## src/rtl/control_unit_if.sv

```systemverilog
// Control-unit <-> datapath bundle: IR/flag inputs plus every load strobe and mux select.
// The control unit takes the master side; the datapath (or a bench) takes the slave side.
interface control_unit_if #(
  parameter int DATAWIDTH = 8,
  parameter int sel1_size = 3,
  parameter int sel2_size = 2
);
  logic [DATAWIDTH-1:0] instruction;
  logic                 zero_flag;
  logic                 ld_r0, ld_r1, ld_r2, ld_r3;
  logic                 ld_pc, inc_pc, ld_ir, ld_address_reg, ld_reg_y, ld_reg_z;
  logic [sel1_size-1:0] sel_bus1_mux;
  logic [sel2_size-1:0] sel_bus2_mux;
  logic                 write;
  logic                 halted;

  modport master (
    input  instruction, zero_flag,
    output ld_r0, ld_r1, ld_r2, ld_r3, ld_pc, inc_pc, ld_ir, ld_address_reg,
           ld_reg_y, ld_reg_z, sel_bus1_mux, sel_bus2_mux, write, halted
  );

  modport slave (
    output instruction, zero_flag,
    input  ld_r0, ld_r1, ld_r2, ld_r3, ld_pc, inc_pc, ld_ir, ld_address_reg,
           ld_reg_y, ld_reg_z, sel_bus1_mux, sel_bus2_mux, write, halted
  );
endinterface

```

## src/rtl/control_unit.sv

```systemverilog
// Multi-cycle sequencer for the 8-bit teaching CPU: fetch, decode, execute of
// ALU/NOT/RD/WR/BR/BRZ with a sticky halt on unknown opcodes.
module control_unit #(
  parameter int DATAWIDTH   = 8,
  parameter int opcode_size = 4,
  parameter int sel1_size   = 3,
  parameter int sel2_size   = 2
) (
  input logic          clk,
  input logic          clr,
  control_unit_if.master bus
);

  typedef enum logic [3:0] {
    S_IDLE = 4'd0, S_FET1 = 4'd1, S_FET2 = 4'd2, S_DEC = 4'd3,
    S_EX1  = 4'd4, S_RD1  = 4'd5, S_RD2  = 4'd6, S_WR1 = 4'd7,
    S_WR2  = 4'd8, S_BR1  = 4'd9, S_BR2  = 4'd10, S_HALT = 4'd11
  } state_t;

  localparam logic [opcode_size-1:0] OP_NOP = 'd0, OP_ADD = 'd1, OP_SUB = 'd2,
                                     OP_AND = 'd3, OP_NOT = 'd4, OP_RD  = 'd5,
                                     OP_WR  = 'd6, OP_BR  = 'd7, OP_BRZ = 'd8;

  localparam logic [sel1_size-1:0] SEL1_PC   = sel1_size'(4);
  localparam logic [sel2_size-1:0] SEL2_ALU  = sel2_size'(0);
  localparam logic [sel2_size-1:0] SEL2_BUS1 = sel2_size'(1);
  localparam logic [sel2_size-1:0] SEL2_MEM  = sel2_size'(2);

  state_t state, state_nxt;

  logic [opcode_size-1:0] opcode;
  logic [1:0]             src, dest;
  assign opcode = bus.instruction[DATAWIDTH-1 -: opcode_size];
  assign src    = bus.instruction[3:2];
  assign dest   = bus.instruction[1:0];

  // Async clear drops straight to S_IDLE, which kills every strobe combinationally.
  always_ff @(posedge clk or negedge clr) begin
    if (!clr) state <= S_IDLE;
    else      state <= state_nxt;
  end

  always_comb begin
    state_nxt = S_IDLE;
    case (state)
      S_IDLE: state_nxt = S_FET1;
      S_FET1: state_nxt = S_FET2;
      S_FET2: state_nxt = S_DEC;
      S_DEC: begin
        case (opcode)
          OP_NOP, OP_NOT:         state_nxt = S_FET1;
          OP_ADD, OP_SUB, OP_AND: state_nxt = S_EX1;
          OP_RD:                  state_nxt = S_RD1;
          OP_WR:                  state_nxt = S_WR1;
          OP_BR:                  state_nxt = S_BR1;
          OP_BRZ:                 state_nxt = bus.zero_flag ? S_BR1 : S_FET1;
          default:                state_nxt = S_HALT;
        endcase
      end
      S_EX1:  state_nxt = S_FET1;
      S_RD1:  state_nxt = S_RD2;
      S_RD2:  state_nxt = S_FET1;
      S_WR1:  state_nxt = S_WR2;
      S_WR2:  state_nxt = S_FET1;
      S_BR1:  state_nxt = S_BR2;
      S_BR2:  state_nxt = S_FET1;
      S_HALT: state_nxt = S_HALT;
      default: state_nxt = S_IDLE;
    endcase
  end

  logic [3:0]           ld_r;
  logic                 ld_pc, inc_pc, ld_ir, ld_ar, ld_y, ld_z, wr, halt;
  logic [sel1_size-1:0] sel1;
  logic [sel2_size-1:0] sel2;

  always_comb begin
    ld_r = '0; ld_pc = 1'b0; inc_pc = 1'b0; ld_ir = 1'b0; ld_ar = 1'b0;
    ld_y = 1'b0; ld_z = 1'b0; wr = 1'b0; halt = 1'b0;
    sel1 = '0; sel2 = '0;
    case (state)
      S_FET1: begin sel1 = SEL1_PC; sel2 = SEL2_BUS1; ld_ar = 1'b1; end
      S_FET2: begin sel2 = SEL2_MEM; ld_ir = 1'b1; inc_pc = 1'b1; end
      S_DEC: begin
        case (opcode)
          OP_ADD, OP_SUB, OP_AND: begin
            sel1 = sel1_size'(src); sel2 = SEL2_BUS1; ld_y = 1'b1;
          end
          OP_NOT: begin
            sel1 = sel1_size'(src); sel2 = SEL2_ALU; ld_z = 1'b1; ld_r = 4'b0001 << dest;
          end
          OP_RD, OP_WR, OP_BR: begin
            sel1 = SEL1_PC; sel2 = SEL2_BUS1; ld_ar = 1'b1;
          end
          // Untaken BRZ still has to step PC past its operand byte.
          OP_BRZ: begin
            if (bus.zero_flag) begin
              sel1 = SEL1_PC; sel2 = SEL2_BUS1; ld_ar = 1'b1;
            end else begin
              inc_pc = 1'b1;
            end
          end
          default: ;
        endcase
      end
      S_EX1: begin
        sel1 = sel1_size'(dest); sel2 = SEL2_ALU; ld_z = 1'b1; ld_r = 4'b0001 << dest;
      end
      S_RD1, S_WR1: begin sel2 = SEL2_MEM; ld_ar = 1'b1; inc_pc = 1'b1; end
      S_RD2:  begin sel2 = SEL2_MEM; ld_r = 4'b0001 << dest; end
      S_WR2:  begin sel1 = sel1_size'(src); wr = 1'b1; end
      S_BR1:  begin sel2 = SEL2_MEM; ld_ar = 1'b1; end
      S_BR2:  begin sel2 = SEL2_MEM; ld_pc = 1'b1; end
      S_HALT: halt = 1'b1;
      default: ;
    endcase
  end

  assign bus.ld_r0          = ld_r[0];
  assign bus.ld_r1          = ld_r[1];
  assign bus.ld_r2          = ld_r[2];
  assign bus.ld_r3          = ld_r[3];
  assign bus.ld_pc          = ld_pc;
  assign bus.inc_pc         = inc_pc;
  assign bus.ld_ir          = ld_ir;
  assign bus.ld_address_reg = ld_ar;
  assign bus.ld_reg_y       = ld_y;
  assign bus.ld_reg_z       = ld_z;
  assign bus.sel_bus1_mux   = sel1;
  assign bus.sel_bus2_mux   = sel2;
  assign bus.write          = wr;
  assign bus.halted         = halt;

endmodule

```

## src/flat_wrapper.sv

```systemverilog
// flat-port wrapper written by rule: the top's interface ports become plain ports
module control_unit_flat 
#(
  parameter int DATAWIDTH   = 8,
  parameter int opcode_size = 4,
  parameter int sel1_size   = 3,
  parameter int sel2_size   = 2
)
  (clk, clr, bus_instruction, bus_zero_flag, bus_ld_r0, bus_ld_r1, bus_ld_r2, bus_ld_r3, bus_ld_pc, bus_inc_pc, bus_ld_ir, bus_ld_address_reg, bus_ld_reg_y, bus_ld_reg_z, bus_sel_bus1_mux, bus_sel_bus2_mux, bus_write, bus_halted);
  control_unit_if #(.DATAWIDTH(DATAWIDTH), .sel1_size(sel1_size), .sel2_size(sel2_size)) bus_i ();
  input logic clk;
  input logic clr;
  input wire logic [$bits(bus_i.instruction)-1:0] bus_instruction;
  input wire logic [$bits(bus_i.zero_flag)-1:0] bus_zero_flag;
  output wire logic [$bits(bus_i.ld_r0)-1:0] bus_ld_r0;
  output wire logic [$bits(bus_i.ld_r1)-1:0] bus_ld_r1;
  output wire logic [$bits(bus_i.ld_r2)-1:0] bus_ld_r2;
  output wire logic [$bits(bus_i.ld_r3)-1:0] bus_ld_r3;
  output wire logic [$bits(bus_i.ld_pc)-1:0] bus_ld_pc;
  output wire logic [$bits(bus_i.inc_pc)-1:0] bus_inc_pc;
  output wire logic [$bits(bus_i.ld_ir)-1:0] bus_ld_ir;
  output wire logic [$bits(bus_i.ld_address_reg)-1:0] bus_ld_address_reg;
  output wire logic [$bits(bus_i.ld_reg_y)-1:0] bus_ld_reg_y;
  output wire logic [$bits(bus_i.ld_reg_z)-1:0] bus_ld_reg_z;
  output wire logic [$bits(bus_i.sel_bus1_mux)-1:0] bus_sel_bus1_mux;
  output wire logic [$bits(bus_i.sel_bus2_mux)-1:0] bus_sel_bus2_mux;
  output wire logic [$bits(bus_i.write)-1:0] bus_write;
  output wire logic [$bits(bus_i.halted)-1:0] bus_halted;
  assign bus_i.instruction = bus_instruction;
  assign bus_i.zero_flag = bus_zero_flag;
  assign bus_ld_r0 = bus_i.ld_r0;
  assign bus_ld_r1 = bus_i.ld_r1;
  assign bus_ld_r2 = bus_i.ld_r2;
  assign bus_ld_r3 = bus_i.ld_r3;
  assign bus_ld_pc = bus_i.ld_pc;
  assign bus_inc_pc = bus_i.inc_pc;
  assign bus_ld_ir = bus_i.ld_ir;
  assign bus_ld_address_reg = bus_i.ld_address_reg;
  assign bus_ld_reg_y = bus_i.ld_reg_y;
  assign bus_ld_reg_z = bus_i.ld_reg_z;
  assign bus_sel_bus1_mux = bus_i.sel_bus1_mux;
  assign bus_sel_bus2_mux = bus_i.sel_bus2_mux;
  assign bus_write = bus_i.write;
  assign bus_halted = bus_i.halted;
  control_unit #(.DATAWIDTH(DATAWIDTH), .opcode_size(opcode_size), .sel1_size(sel1_size), .sel2_size(sel2_size)) u_core (.clk(clk), .clr(clr), .bus(bus_i));
endmodule
```

## config.mk

```make
export PLATFORM = sky130hd
export DESIGN_NAME = control_unit_flat
export DESIGN_NICKNAME = d
export VERILOG_FILES = /design/src/rtl/control_unit_if.sv /design/src/rtl/control_unit.sv /design/src/flat_wrapper.sv
export SDC_FILE = /design/constraint.sdc
export NUM_CORES = 1
export LEC_CHECK = 0
export ABC_AREA = 0
export CORE_MARGIN = 10
export CORE_UTILIZATION = 35
export DETAILED_ROUTE_END_ITERATION = 8
export HOLD_SLACK_MARGIN = 0.02
export PLACE_DENSITY = 0.75
export SYNTH_ARGS = -nofsm -noshare
export SYNTH_HDL_FRONTEND = slang
export SYNTH_SLANG_ARGS = --single-unit
export TNS_END_PERCENT = 1
```

## constraint.sdc

```tcl
create_clock -name clk -period 1.5 [get_ports clk]
set_clock_uncertainty 0.05 [all_clocks]
set_input_delay 0.225 -clock clk [delete_from_list [all_inputs] [get_ports clk]]
set_output_delay 0.225 -clock clk [all_outputs]
set_load 0.1 [all_outputs]
```

==> results.md, run 1 <==
- First Err: [ERROR DPL-0033] detailed placement checks failed during check placement.
- DP HPWL: 2.19 mm
- Status: stopped before the end
- Top cells by instance count after synthesis: nor2_1 (9), a21oi_1 (5), nand2_1 (5)
- Clk sinks: 4
- H-tree levels: 1
- Register area share after synthesis: 18.1%
- Fail Step: clock tree synthesis
- Syn Inst Count: 76
- Top post-synthesis cells by area: dfrtp_1 (18%), nor2_1 (6.1%), a21oi_1 (4.5%)
- Rows: 14
- Hold-fix buffers, CTS: 0
- Mapped Avg Cell Area: 7.26 um^2
- Post-Synthesis Net Count: 87
- Number of synthesized flops with an enable pin: 0
- Port Buffers: 27
- Die Width: 59.7 um
- FFs w/ async S/R, synth: 100%
- Initial Util: 36.6%
- Mapped cell area: 552 um^2
- Synth area leader: dfrtp_1
- Synth Flop Type: dfrtp_1
- Num CTS Buffers: 3
- Post-synth top area share: 18.1%
- Die H: 59.7 um
- Final GP Congestion: 0.813
- Netlist cell types: 34
- Max Buffers Root-to-Sink: 2
- CTS resizes: 45
- Placed cell areas: 1330 um^2
- Post-CTS Setup Inserts: 2
- Root Buffer: clkbuf_4
- Most frequent cell after synthesis: nor2_1
- Number of synthesis warnings: 0
- Boundary Pins: 28
- Synth Register Bits: 4
[stage by stage]
stage | hold WS [ps] | instances | setup WS [ps] | setup TNS (ps) | utilization, %
2_1_floorplan | -121 | 76 | -666 | -9500 | -
3_3_place_gp | 379 | 140 | -700 | -8620 | 88.1
3_5_place_dp | 404 | 140 | -754 | -9610 | 88.1
[kinds of logic after synthesis]
family / Yosys count / share of synthesized area (%)
buffers and inverters: 9 / 6.80
flip-flops: 4 / 18.1
AND/OR/NAND/NOR: 36 / 38.8
XOR/XNOR: 1 / 1.59
AO/OA/AOI/OAI: 25 / 32.9
multiplexers: 1 / 1.81
==> run 2: changes to the inputs <==
CORE_AREA = 10 10 71 73   (was not set)
CORE_MARGIN = not set   (was 10)
CORE_UTILIZATION = not set   (was 35)
DIE_AREA = 0 0 81 83   (was not set)
HOLD_SLACK_MARGIN = not set   (was 0.02)
PLACE_DENSITY = not set   (was 0.75)
PLACE_DENSITY_LB_ADDON = 0.15   (was not set)
clock period = 2 ns   (was 1.5 ns; I/O delays follow)
==> run 2 against run 1 <==
Effect of this change: the flow now finishes, with violations (setup timing); synthesized cell count unchanged; synthesized area unchanged.
==> results.md, run 2 <==
- Final Cell Area: 1370 um^2
- Synth area leader: dfrtp_1 (unchanged)
- Mapped Avg Cell Area: 7.26 um^2 (unchanged)
- Initial antenna violation count: 0
- Placed cell areas: 1280 um^2 (was 1330 um^2)
- Worst r2r dst: u_core.state[2]
- Drt pass-1 iters: 4
- Number of synthesized flops with an enable pin: 0 (unchanged)
- Int Pwr: 249 uW
- Hold Path Class: input pin to async pin
- Fmax: 493 MHz
- Port Buffers: 27 (unchanged)
- Final Setup Violations: 1
- Synth Register Bits: 4 (unchanged)
- Tmin final: 2030 ps
- CP Buf/Inv Count: 2
- Max FFs per register: 4
- Register area share after synthesis: 18.1% (unchanged)
- Worst-path maximum fanout: 4
- Pre-CTS setup slack: -443 ps (was -754 ps)
- Netlist cell types: 34 (unchanged)
- Rel. slew slack: 72.1%
- Critical Path RT: 1650 ps
- Die Width: 81 um (was 59.7 um)
- Worst Setup Slack, final: -27.4 ps
- Final GP Congestion: 0.772 (was 0.813)
- FFs w/ async S/R, synth: 100% (unchanged)
- Peak supply drop: 0.000131 V
- DP Cell Count: 160 (was 140)
- Switching share of total power: 23.2%
- Syn Inst Count: 76 (unchanged)
- Clk sinks: 4 (unchanged)
- Largest registers: u_core.state: 4 flops
- Flop-to-flop setup slack: 440 ps
- Per-cell routed wire length: 14.4 um
- Die H: 83 um (was 59.7 um)
- GR Util All Layers: 7.25%
- Hold-fix buffers, CTS: 0 (unchanged)
- CTS tree: yes
- Rows: 22 (was 14)
- Mapped cell area: 552 um^2 (unchanged)
- Reg2reg path depth: 5
- Detailed-route via count: 752
- Leak: 0.000556 uW
- CP startpoint kind: flip-flop
- Max Buffers Root-to-Sink: 2 (unchanged)
- DP HPWL: 1.96 mm (was 2.19 mm)
- Most frequent cell after synthesis: nor2_1 (unchanged)
- Post-Synthesis Net Count: 87 (unchanged)
- Core area: 3630 um^2
- Post-synth top area share: 18.1% (unchanged)
- Post-layout nets: 131
- Most frequent cells in the layout: buf_12 (17), buf_4 (15), clkdlybuf4s50_1 (6)
- CP Depth: 5
- Worst setup EP type: output port
- Final period util: 101%
- Largest Register: u_core.state
- GRT overflow: 0
- Vias in the first global route: 787
- WP data arrival: 1680 ps
- Logic pwr share: 23.0%
- First-pass GRT wire length: 4.00 mm
- Synth Flop Type: dfrtp_1 (unchanged)
- Post-route ant nets: 0
- H-tree levels: 1 (unchanged)
- Area delta synth->final: 149%
- CP Cell Sequence: buf_6, or3b_4, o41ai_4, nor3b_4, buf_12
- Top post-synthesis cells by area: dfrtp_1 (18%), nor2_1 (6.1%), a21oi_1 (4.5%) (unchanged)
- WHS: 230 ps
- Boundary Pins: 28 (unchanged)
- Number of synthesis warnings: 0 (unchanged)
- Clock power share: 51.8%
- Vias per inst: 4.53
- Share of post-route cells with drive strength above 1: 56.8%
- Drt first-iter violations: 67
- Pwr/cell area: 236 nW/um^2
- Num CTS Buffers: 3 (unchanged)
- WS Path Type: flip-flop to output port
- Initial Util: 15.2% (was 36.6%)
- Die area: 6720 um^2
- Tightest Pin Transition: 407 ps
- Final hold viol count: 0
- Crit-path slowest cell: dfrtp_1
- Commonest non-fill, non-tap cell in the layout: buf_12
- DR DRC count: 0
- Share of power burned in registers: 25.2%
- Antenna Cells: 0
- Top cells by instance count after synthesis: nor2_1 (9), a21oi_1 (5), nand2_1 (5) (unchanged)
- Total Wirelength: 2.39 mm
- Failing checks: setup timing
- Clk pin slew, worst setup/hold paths: 30 ps
- Root Buffer: clkbuf_8 (was clkbuf_4)
- Net Switching: 75.2 uW
- Status: complete, but fails checks (was stopped before the end)
- RSZ-0062 raised after global routing: true
- Worst skew pair latency: 210 ps
- Max Cap Viol: 0
- Final slew viol count: 0
- Largest net degree at the start of global routing: 12
- CP max stage delay: 400 ps
- Crit-path leading delay family: simple AND/OR/NAND/NOR gates
- FF-to-FF Start: u_core.state[2]
- Fin cells: 166
## run 2: cell counts after synthesis
Identical to the previous run, type by type.
## run 2: kinds of logic after synthesis
family	synth area share, %
xor gates and xnor gates	1.59
and+or+nand+nor	38.8
muxes	1.81
DFF	18.1
buffers and inverters	6.80
AOI/OAI and AO/OA	32.9
## run 2: metal layers
metal | routed length (um) | track usage, % | part of all wire (%) | vias up
li1 | - | - | - | 367
met1 | 976 | 7.92 | 41 | 352
met2 | 1120 | 11.6 | 47 | 29
met3 | 241 | 3.23 | 10 | 4
met4 | 44 | 3.29 | 1.8 | 0
met5 | 0 | 0 | 0 | -
## run 2: repair_timing
| item | CTS | global route |
|---|---|---|
| setup endpoints to repair | 12 | 10 |
| cloned | 0 | 0 |
| gates resized for setup | 17 | 7 |
| setup buffers | 2 | 1 |
| pin swaps | 7 | 5 |
## run 2: worst max path at each step
| stage | start | end | slack, ps |
|---|---|---|---|
| after global routing | u_core.state[2] | bus_ld_r0 | -120 |
| after global placement | bus_instruction[4] | bus_ld_r0 | -410 |
| after detailed placement | bus_instruction[4] | bus_sel_bus1_mux[2] | -440 |
| after floorplan | bus_instruction[4] | bus_ld_r0 | -260 |
| after CTS | u_core.state[2] | bus_ld_r0 | -100 |
| final | u_core.state[2] | bus_ld_r0 | -30 |
## run 2: stage by stage
stage | utilization [%] | setup TNS [ps] | power, uW
after global placement | 35.2 | -3600 | 154
after detailed placement | 35.2 | -4000 | 155
after global routing | 37.8 | -567 | 342
final | 37.8 | -27.4 | 324
after CTS | 37.5 | -329 | 328
after floorplan | - | -2670 | 109
## run 2: final cells by class
cell class	instances	area, um^2
multi-input cells	63	576
fillers	393	2260
clock buffers	3	41.3
flip-flops and latches	4	100
repair buffers	46	588
inverters	2	7.51
well taps	48	60.1
## run 2: power by group through the flow
stage	combinational, uW	sequential [uW]	clock, uW
2_1_floorplan	26.2	82.4	0
6_report	74.6	81.5	168
3_5_place_dp	72.7	82.4	0
5_1_grt	80.7	81.4	180
4_1_cts	75.0	81.5	171
3_3_place_gp	71.1	82.4	0
No activity file was read; power rests on OpenSTA's default activity.
